## src/rtl/freq_pkg.sv

```systemverilog
// freq_pkg: rate class codes and FSM state encodings shared by the frequency meter
package freq_pkg;
  typedef logic [1:0] rate_t;
  localparam rate_t RATE_NONE  = 2'b00;
  localparam rate_t RATE_2HZ   = 2'b01;
  localparam rate_t RATE_5HZ   = 2'b10;
  localparam rate_t RATE_OTHER = 2'b11;
  localparam logic [0:0] ST_IDLE = 1'b0;
  localparam logic [0:0] ST_MEAS = 1'b1;
endpackage

```

## src/rtl/freq_meter_sync_edge.sv

```systemverilog
// sync_edge: 2-flop synchroniser plus history flop; ports clkfreq, rst_n, sig_in -> rise (one-cycle rising-edge pulse)
module sync_edge (
  input  logic clkfreq,
  input  logic rst_n,
  input  logic sig_in,
  output logic rise
);
  logic s1_q, s2_q, s3_q, s1_d, s2_d, s3_d;
  always_comb begin
    s1_d = sig_in;
    s2_d = s1_q;
    s3_d = s2_q;
  end
  always_ff @(posedge clkfreq or negedge rst_n)
    if (!rst_n) {s1_q, s2_q, s3_q} <= 3'b000;
    else {s1_q, s2_q, s3_q} <= {s1_d, s2_d, s3_d};
  assign rise = s2_q & ~s3_q;
endmodule

```

## src/rtl/freq_meter.sv

```systemverilog
// freq_meter: classifies sig_in period as 2 Hz/5 Hz/other; ports clkfreq, rst_n, sig_in -> rate, period, valid, meas_stb
module freq_meter
  import freq_pkg::*;
#(
  parameter  int CLK_HZ  = 50_000_000,
  parameter  int TOL_DIV = 8,
  localparam int CW      = $clog2(CLK_HZ + 1)
) (
  input  logic          clkfreq,
  input  logic          rst_n,
  input  logic          sig_in,
  output logic [1:0]    rate,
  output logic [CW-1:0] period,
  output logic          valid,
  output logic          meas_stb
);
  localparam int P2 = CLK_HZ / 2;
  localparam int P5 = CLK_HZ / 5;
  localparam int T2 = P2 / TOL_DIV;
  localparam int T5 = P5 / TOL_DIV;
  localparam logic [CW-1:0] LO2 = CW'(P2 - T2);
  localparam logic [CW-1:0] HI2 = CW'(P2 + T2);
  localparam logic [CW-1:0] LO5 = CW'(P5 - T5);
  localparam logic [CW-1:0] HI5 = CW'(P5 + T5);
  localparam logic [CW-1:0] TMO = CW'(CLK_HZ);
  localparam logic [CW-1:0] ONE = CW'(1);
  logic          rise, meas, tmo;
  rate_t         cls;
  logic [0:0]    state_q, state_d;
  logic [CW-1:0] cnt_q, cnt_d, period_q, period_d;
  rate_t         rate_q, rate_d;
  logic          valid_q, valid_d, stb_q, stb_d;
  sync_edge u_sync (.clkfreq(clkfreq), .rst_n(rst_n), .sig_in(sig_in), .rise(rise));
  always_comb begin
    cls = (cnt_q >= LO2 && cnt_q <= HI2) ? RATE_2HZ :
          (cnt_q >= LO5 && cnt_q <= HI5) ? RATE_5HZ : RATE_OTHER;
    // an edge arriving on the timeout cycle takes priority over the timeout
    meas = rise && state_q == ST_MEAS;
    tmo = !rise && state_q == ST_MEAS && cnt_q == TMO;
    cnt_d = rise ? ONE : (cnt_q == TMO) ? cnt_q : cnt_q + ONE;
    state_d = rise ? ST_MEAS : tmo ? ST_IDLE : state_q;
    period_d = meas ? cnt_q : tmo ? '0 : period_q;
    rate_d = meas ? cls : tmo ? RATE_NONE : rate_q;
    valid_d = meas | (valid_q & ~tmo);
    stb_d = meas;
  end
  always_ff @(posedge clkfreq or negedge rst_n)
    if (!rst_n) begin
      state_q  <= ST_IDLE;
      cnt_q    <= '0;
      period_q <= '0;
      rate_q   <= RATE_NONE;
      valid_q  <= 1'b0;
      stb_q    <= 1'b0;
    end else begin
      state_q  <= state_d;
      cnt_q    <= cnt_d;
      period_q <= period_d;
      rate_q   <= rate_d;
      valid_q  <= valid_d;
      stb_q    <= stb_d;
    end
  assign rate = rate_q;
  assign period = period_q;
  assign valid = valid_q;
  assign meas_stb = stb_q;
endmodule
```

## config.mk

```make
export PLATFORM = sky130hd
export DESIGN_NAME = freq_meter
export DESIGN_NICKNAME = d
export VERILOG_FILES = /design/src/rtl/freq_pkg.sv /design/src/rtl/freq_meter_sync_edge.sv /design/src/rtl/freq_meter.sv
export SDC_FILE = /design/constraint.sdc
export NUM_CORES = 1
export LEC_CHECK = 0
export CORE_UTILIZATION = 40
export CTS_BUF_LIST = sky130_fd_sc_hd__clkbuf_8 sky130_fd_sc_hd__clkbuf_16
export DETAILED_ROUTE_END_ITERATION = 8
export GPL_ROUTABILITY_DRIVEN = 0
export PLACE_DENSITY_LB_ADDON = 0.12
export SLEW_MARGIN = 20
export SYNTH_ARGS = -nofsm -noshare
export SYNTH_HDL_FRONTEND = slang
export SYNTH_SLANG_ARGS = --single-unit
```

## constraint.sdc

```tcl
create_clock -name clkfreq -period 2.1 [get_ports clkfreq]
set_clock_uncertainty 0.2 [all_clocks]
set_input_delay 0.42 -clock clkfreq [delete_from_list [all_inputs] [get_ports clkfreq]]
set_output_delay 0.42 -clock clkfreq [all_outputs]
set_load 0.02 [all_outputs]
```

==> results.toml, run 1 <==
[yosys]
synth_edf_count = 0
synth_xor_area_share_pct = 6.30
synthDominantCellAreaShare_pct = 49.1
synth.net_count = 302
netlist-cell-type-count = 57
synth-compound-area-share_pct = 16.7
yosys-mux-area-fraction_pct = 0.327
area_share_of_and_or_nand_nor_cells_after_synthesis_pct = 21.3
synthFlopType = "sky130_fd_sc_hd__dfrtp_1"
postSynthAreaPerCell_um2 = 10.3
synthArstFlopShare_pct = 100
yosys.area.top_type = "sky130_fd_sc_hd__dfrtp_1"
main_combinational_cell_family_by_area_after_synthesis = "simple AND/OR/NAND/NOR gates"
synth_seq_area_share_pct = 49.1
synth-adder-area-share_pct = 0.818
synth_warnings = 0
postSynthRegisterBits = 60
netlist_top_cells_area = "sky130_fd_sc_hd__dfrtp_1 49%, sky130_fd_sc_hd__a22o_1 5.4%, sky130_fd_sc_hd__nor2_1 4.2%, sky130_fd_sc_hd__xnor2_1 3.1%, sky130_fd_sc_hd__xor2_1 3.1%"
netlist_instances = 297
syn-cell-area_um2 = 3060

[setup_path]
critPathMaxStageDelay_ns = 0.42
worst-endpoint-arrival_ns = 2.11
r2r_setup_slack_ns = 0.03
critPathKind = "reg2reg"
worst-endpoint-required_ns = 2.14
timing.critical_path.max_delay_family = "simple AND/OR/NAND/NOR gates"
timing.critical_path.slowest_stage_cell = "sky130_fd_sc_hd__dfrtp_1"
worst_setup_path_end_kind = "register"
critical_path.max_fanout = 6
cp_num_buf_inv = 1
cp_cell_sequence = "nor4_2 -> nand4_1 -> nor4_4 -> o21ai_4 -> buf_4 -> a22o_1"
start_kind = "register"

[layout]
postLayoutCoreUtil_pct = 54.6
stdcell_count = 469
sequential_cell_area_um2 = 1510
fillerInstances = 649
final_cell_area_um2 = 4000
area_growth_pct = 30.7
antennaDiodeCount = 0
multiInputGateArea_um2 = 1430
nets = 370
drive_above_1_share_pct = 25.4

[clock_tree]
clk_pin_slew_ns = 0.08
clock_tree.htree_level_count = 3
cts_tree = "done"
cts_made_buffers = 9
ctsLongestPathBuffers = 2
clockRootBuffer = "sky130_fd_sc_hd__clkbuf_8"
clk_latency_ns = 0.36
cts_num_sinks = 60

[timing]
maxSlewHeadroom_pct = 74.1
period_needed_ns = 2.07
setup_total_negative_slack_ns = 0
report.final.setup_viol = 0
hold_viol = 0
unrepaired_setup_endpoints_after_global_routing = "true"
final-max-slew-violation-count = 0
max_slew.worst_pin.slew_ns = 0.388
worst_hold_slack_ns = 0.159
period_share_pct = 98.6
fmax_mhz = 483
setup_slack_ns = 0.0302

[pwr]
pwr_density_cell_nw_per_um2 = 660
switchingPower_mw = 0.790
irDropWorstVdd_mv = 0.512
total_power_mw = 2.64
share_seq_of_total_power_pct = 49.0
power.internal_mw = 1.85
clock_power_share_pct = 35.8
power_leakage_nw = 1.77
combinationalPowerShare_pct = 15.2
p_sw_share_pct = 29.9

[routing]
wirelength_um = 8090
route.detailed.vias_per_inst = 5.54
detailroute.via_count = 2596
detailedRoute.firstIterationViolations = 238
routedWlPerCell_um = 17.2
drt.antenna.violating_nets = 0
dr.pass1.iters = 4
drc = 0

[floorplanning]
die_w_um = 89.5
die_y_extent_um = 89.5
rows = 31
initial_utilization_pct = 41.7
design.core.area_um2 = 7330
design.die.area_um2 = 8000
io_pins = 33

[grt]
track_usage_pct = 22.7
first_global_vias = 2504
grt_antenna_before_repair = 0
grt_first_pass_wirelength_um = 13200
grt_start_max_net_pins = 61
overflow = 0

[flow_run]
maxCapViolCount = 0

[place]
port-buffer-count = 32
dp_cells = 451
place_ws_ns = -0.0499
cell_area_reported_after_detailed_placement_um2 = 3770
hpwl_reported_at_the_end_of_detailed_placement_um = 5680

[worst_hold_path]
min-delay-path-class = "reg2reg"

[status]
status = "complete, no violations"
==> power by group through the flow <==
stage,clock network (mW),registers (mW),logic (mW)
floorplan,0,1.34,0.173
detailed placement,0,1.31,0.401
CTS,0.982,1.29,0.406
global placement,0,1.31,0.395
global route,1.02,1.30,0.441
finish,0.946,1.29,0.402
==> path summary, 6_finish.rpt <==
check                       startpoint           to  depth (start not counted)
setup / recovery              cnt_q[9]   period[21]                          6
hold / removal             u_sync.s1_q  u_sync.s2_q                          0
setup reg to reg              cnt_q[9]   period[21]                          6
hold reg to reg            u_sync.s1_q  u_sync.s2_q                          0
max in group asynchronous        rst_n     cnt_q[3]                          3
min in group asynchronous        rst_n    cnt_q[21]                          3
==> synthesized netlist by cell type (7+ instances only) <==
cell / count
sky130_fd_sc_hd__inv_1: 7
sky130_fd_sc_hd__dfrtp_1: 60
sky130_fd_sc_hd__nor4_1: 7
sky130_fd_sc_hd__a22o_1: 19
sky130_fd_sc_hd__nand2_1: 15
sky130_fd_sc_hd__nor2_1: 34
sky130_fd_sc_hd__clkbuf_1: 17
sky130_fd_sc_hd__nand4_1: 9
sky130_fd_sc_hd__a21oi_1: 7
sky130_fd_sc_hd__nand3_1: 12
sky130_fd_sc_hd__xnor2_1: 11
sky130_fd_sc_hd__a22o_2: 7
sky130_fd_sc_hd__xor2_1: 11
==> kinds of logic after synthesis <==
logic type / after synthesis
fa+ha+maj: 2
mux: 1
buf+inv: 36
flops: 60
xor+xnor: 22
simple gates: 113
compound gates: 63
==> placed cells by master, fill, tap and decap left out, drive strengths merged, types with 4 or more instances in the layout <==
cell	count
a21o	4
nand2	15
buf	54
nor4	8
clkbuf	9
dfrtp	60
nand3	12
xnor2	11
clkdlybuf4s50	31
nor3	5
a21oi	7
inv	9
nor2	34
o21ai	4
a22o	26
nand4	10
xor2	11
==> final cells by class <==
type	count	share of cell area (%)
clock buffers	9	3.10
clock inverters	7	1.28
inverters	7	0.657
multi-input cells	201	35.8
flip-flops and latches	60	37.6
well taps	99	3.10
repair buffers	86	18.5
==> sequential cells by signal (all words and copies together) (netlist names) <==
register / cells
cnt_q: 26
meas_stb: 1
period: 26
rate: 2
state_q: 1
u_sync.s1_q: 1
u_sync.s2_q: 1
u_sync.s3_q: 1
valid: 1
==> repair_timing <==
item                                    in CTS  in global routing
hold buffers                                 1                  0
resized for setup                            6                  5
endpoints found under the hold margin       60                  0
pin swaps                                    1                  2
buffers inserted                             1                  0
endpoints found under the setup margin      13                 33
==> layer usage <==
metal / share of wire [%] / vias up / GRT usage, %
li1: - / 1213 / -
met1: 47 / 1278 / 30.7
met2: 45 / 80 / 34.0
met3: 4.3 / 25 / 5.54
met4: 3.4 / 0 / 11.5
met5: 0 / - / 0
No activity file was read; power rests on OpenSTA's default activity.
==> run 2: changes to the inputs <==
PLACE_DENSITY_LB_ADDON = 0.25   (was 0.12)
==> results.toml, run 2 (synthesis results as in run 1) <==
[status]
status = "complete, no violations"

[setup_path]
worst-endpoint-arrival_ns = 2.11
cp_num_buf_inv = 1
critPathKind = "reg2reg"
timing.critical_path.slowest_stage_cell = "sky130_fd_sc_hd__dfrtp_1"
worst_setup_path_end_kind = "register"
r2r_setup_slack_ns = 0.02
critical_path.max_fanout = 6
critPathMaxStageDelay_ns = 0.40
cp_cell_sequence = "nor4_2 -> nand4_1 -> nor4_4 -> o21ai_4 -> buf_4 -> a22o_2"
worstRegToRegCells = 6
rr_endpoint = "period[5]"
timing.critical_path.max_delay_family = "simple AND/OR/NAND/NOR gates"
start_kind = "register"
worst-endpoint-required_ns = 2.13
r2r-start = "cnt_q[9]"

[timing]
final-max-slew-violation-count = 0
unrepaired_setup_endpoints_after_global_routing = "true"
worst_hold_slack_ns = 0.148
maxSlewHeadroom_pct = 77.9
hold_viol = 0
setup_slack_ns = 0.0157
setup_total_negative_slack_ns = 0
max_slew.worst_pin.slew_ns = 0.327
period_share_pct = 99.3
period_needed_ns = 2.08
fmax_mhz = 480
report.final.setup_viol = 0

[pwr]
irDropWorstVdd_mv = 0.478
power_leakage_nw = 1.75
total_power_mw = 2.64
pwr_density_cell_nw_per_um2 = 668

[layout]
nets = 360
fillerInstances = 640
final_cell_area_um2 = 3950
layout_common_cells = "59 x sky130_fd_sc_hd__dfrtp_1, 41 x sky130_fd_sc_hd__buf_4, 34 x sky130_fd_sc_hd__nor2_1, 31 x sky130_fd_sc_hd__clkdlybuf4s50_1, 19 x sky130_fd_sc_hd__a22o_1"
drive_above_1_share_pct = 22.6
most_common_cell_after_layout_fill_and_taps_aside = "sky130_fd_sc_hd__dfrtp_1"
postLayoutCoreUtil_pct = 53.9
area_growth_pct = 29.1
stdcell_count = 457
antennaDiodeCount = 0

[floorplanning]
io_pins = 33
design.core.area_um2 = 7330
die_y_extent_um = 89.5
design.die.area_um2 = 8000
die_w_um = 89.5
initial_utilization_pct = 41.7
rows = 31

[worst_hold_path]
worstHoldEndpoint = "u_sync.s2_q"
min-delay-path-class = "reg2reg"
worstHoldPathCells = 0
worst_hold_startpoint = "u_sync.s1_q"

[clock_tree]
cts_tree = "done"
cts_made_buffers = 9
clk_pin_slew_ns = 0.07
cts_num_sinks = 60
ctsLongestPathBuffers = 2
clk_latency_ns = 0.34
postCtsSetupBuffers = 0
clockRootBuffer = "sky130_fd_sc_hd__clkbuf_8"
clock_tree.htree_level_count = 3

[place]
place_ws_ns = -0.0111
hpwl_reported_at_the_end_of_detailed_placement_um = 5310
dp_cells = 442
cell_area_reported_after_detailed_placement_um2 = 3700
port-buffer-count = 32

[routing]
detailroute.via_count = 2499
route.detailed.vias_per_inst = 5.47
detailedRoute.firstIterationViolations = 239
wirelength_um = 7530
routedWlPerCell_um = 16.5
dr.pass1.iters = 4
drt.antenna.violating_nets = 0
drc = 0

[grt]
grt_start_max_net_pins = 61
overflow = 0
first_global_vias = 2380
grt_antenna_before_repair = 0
grt_first_pass_wirelength_um = 12400
track_usage_pct = 21.3

[flow_run]
maxCapViolCount = 0
-- run 2: cell count changes in the layout (fill, tap and decap cells not counted), sizes merged --
cell      delta
buf         -10
bufinv       +1
clkinv       -1
clkinvlp     -2
-- run 2: what timing repair did --
item | 4_1_cts | 5_1_grt
resized for setup | 1 | 13
hold endpoints to repair | 60 | 0
endpoints found under the setup margin | 1 | 34
hold buffers | 1 | 0
pin swaps | 0 | 2
-- run 2: how the worst max path moves through the flow --
stage | start | to | slack, ns | cells past startpoint
final | cnt_q[9] | period[5] | 0.02 | 6
after floorplan | cnt_q[24] | period[2] | -0.07 | 7
after CTS | cnt_q[9] | period[2] | 0.003 | 6
after global placement | cnt_q[9] | cnt_q[23] | -0.03 | 7
after detailed placement | cnt_q[9] | cnt_q[23] | -0.01 | 7
after global routing | cnt_q[9] | period[11] | -0.06 | 6
-- run 2: area by class of cell --
cell class | count | area [um^2] | share of cell area [%]
clock inverters | 5 | 47.5 | 1.20
repair buffers | 76 | 664 | 16.8
clock buffers | 9 | 124 | 3.14
multi-input cells | 201 | 1460 | 37.0
inverters | 7 | 26.3 | 0.665
well taps | 99 | 124 | 3.14
flip-flops and latches | 60 | 1500 | 38.0
-- run 2: metal layers --
metal / track usage (%) / vias up / part of all wire (%)
met5: 0 / - / 0
met4: 11.4 / 0 / 1.7
met3: 3.88 / 13 / 5.3
met2: 30.9 / 90 / 44
met1: 30.3 / 1204 / 49
li1: - / 1192 / -
-- run 2: power by group --
part / internal, mW / leakage (nW) / switching [mW]
logic: 0.196 / 0.848 / 0.210
registers: 1.22 / 0.803 / 0.0707
clock network: 0.521 / 0.0973 / 0.420
total: 1.94 / 1.75 / 0.700
-- run 2: worst register-to-register path, stage by stage, from the launching register on --
cell and delay [ns]:
sky130_fd_sc_hd__dfrtp_1 0.40, sky130_fd_sc_hd__nor4_2 0.28, sky130_fd_sc_hd__nand4_1 0.18, sky130_fd_sc_hd__nor4_4 0.40, sky130_fd_sc_hd__o21ai_4 0.12, sky130_fd_sc_hd__buf_4 0.17
sky130_fd_sc_hd__a22o_2 0.21
==> run 3: changes to the inputs <==
ABC_CLOCK_PERIOD_IN_PS = 2100   (was unset)
==> results of run 3 <==
Same layout as run 2: the final DEF is identical, and so are final timing and power.
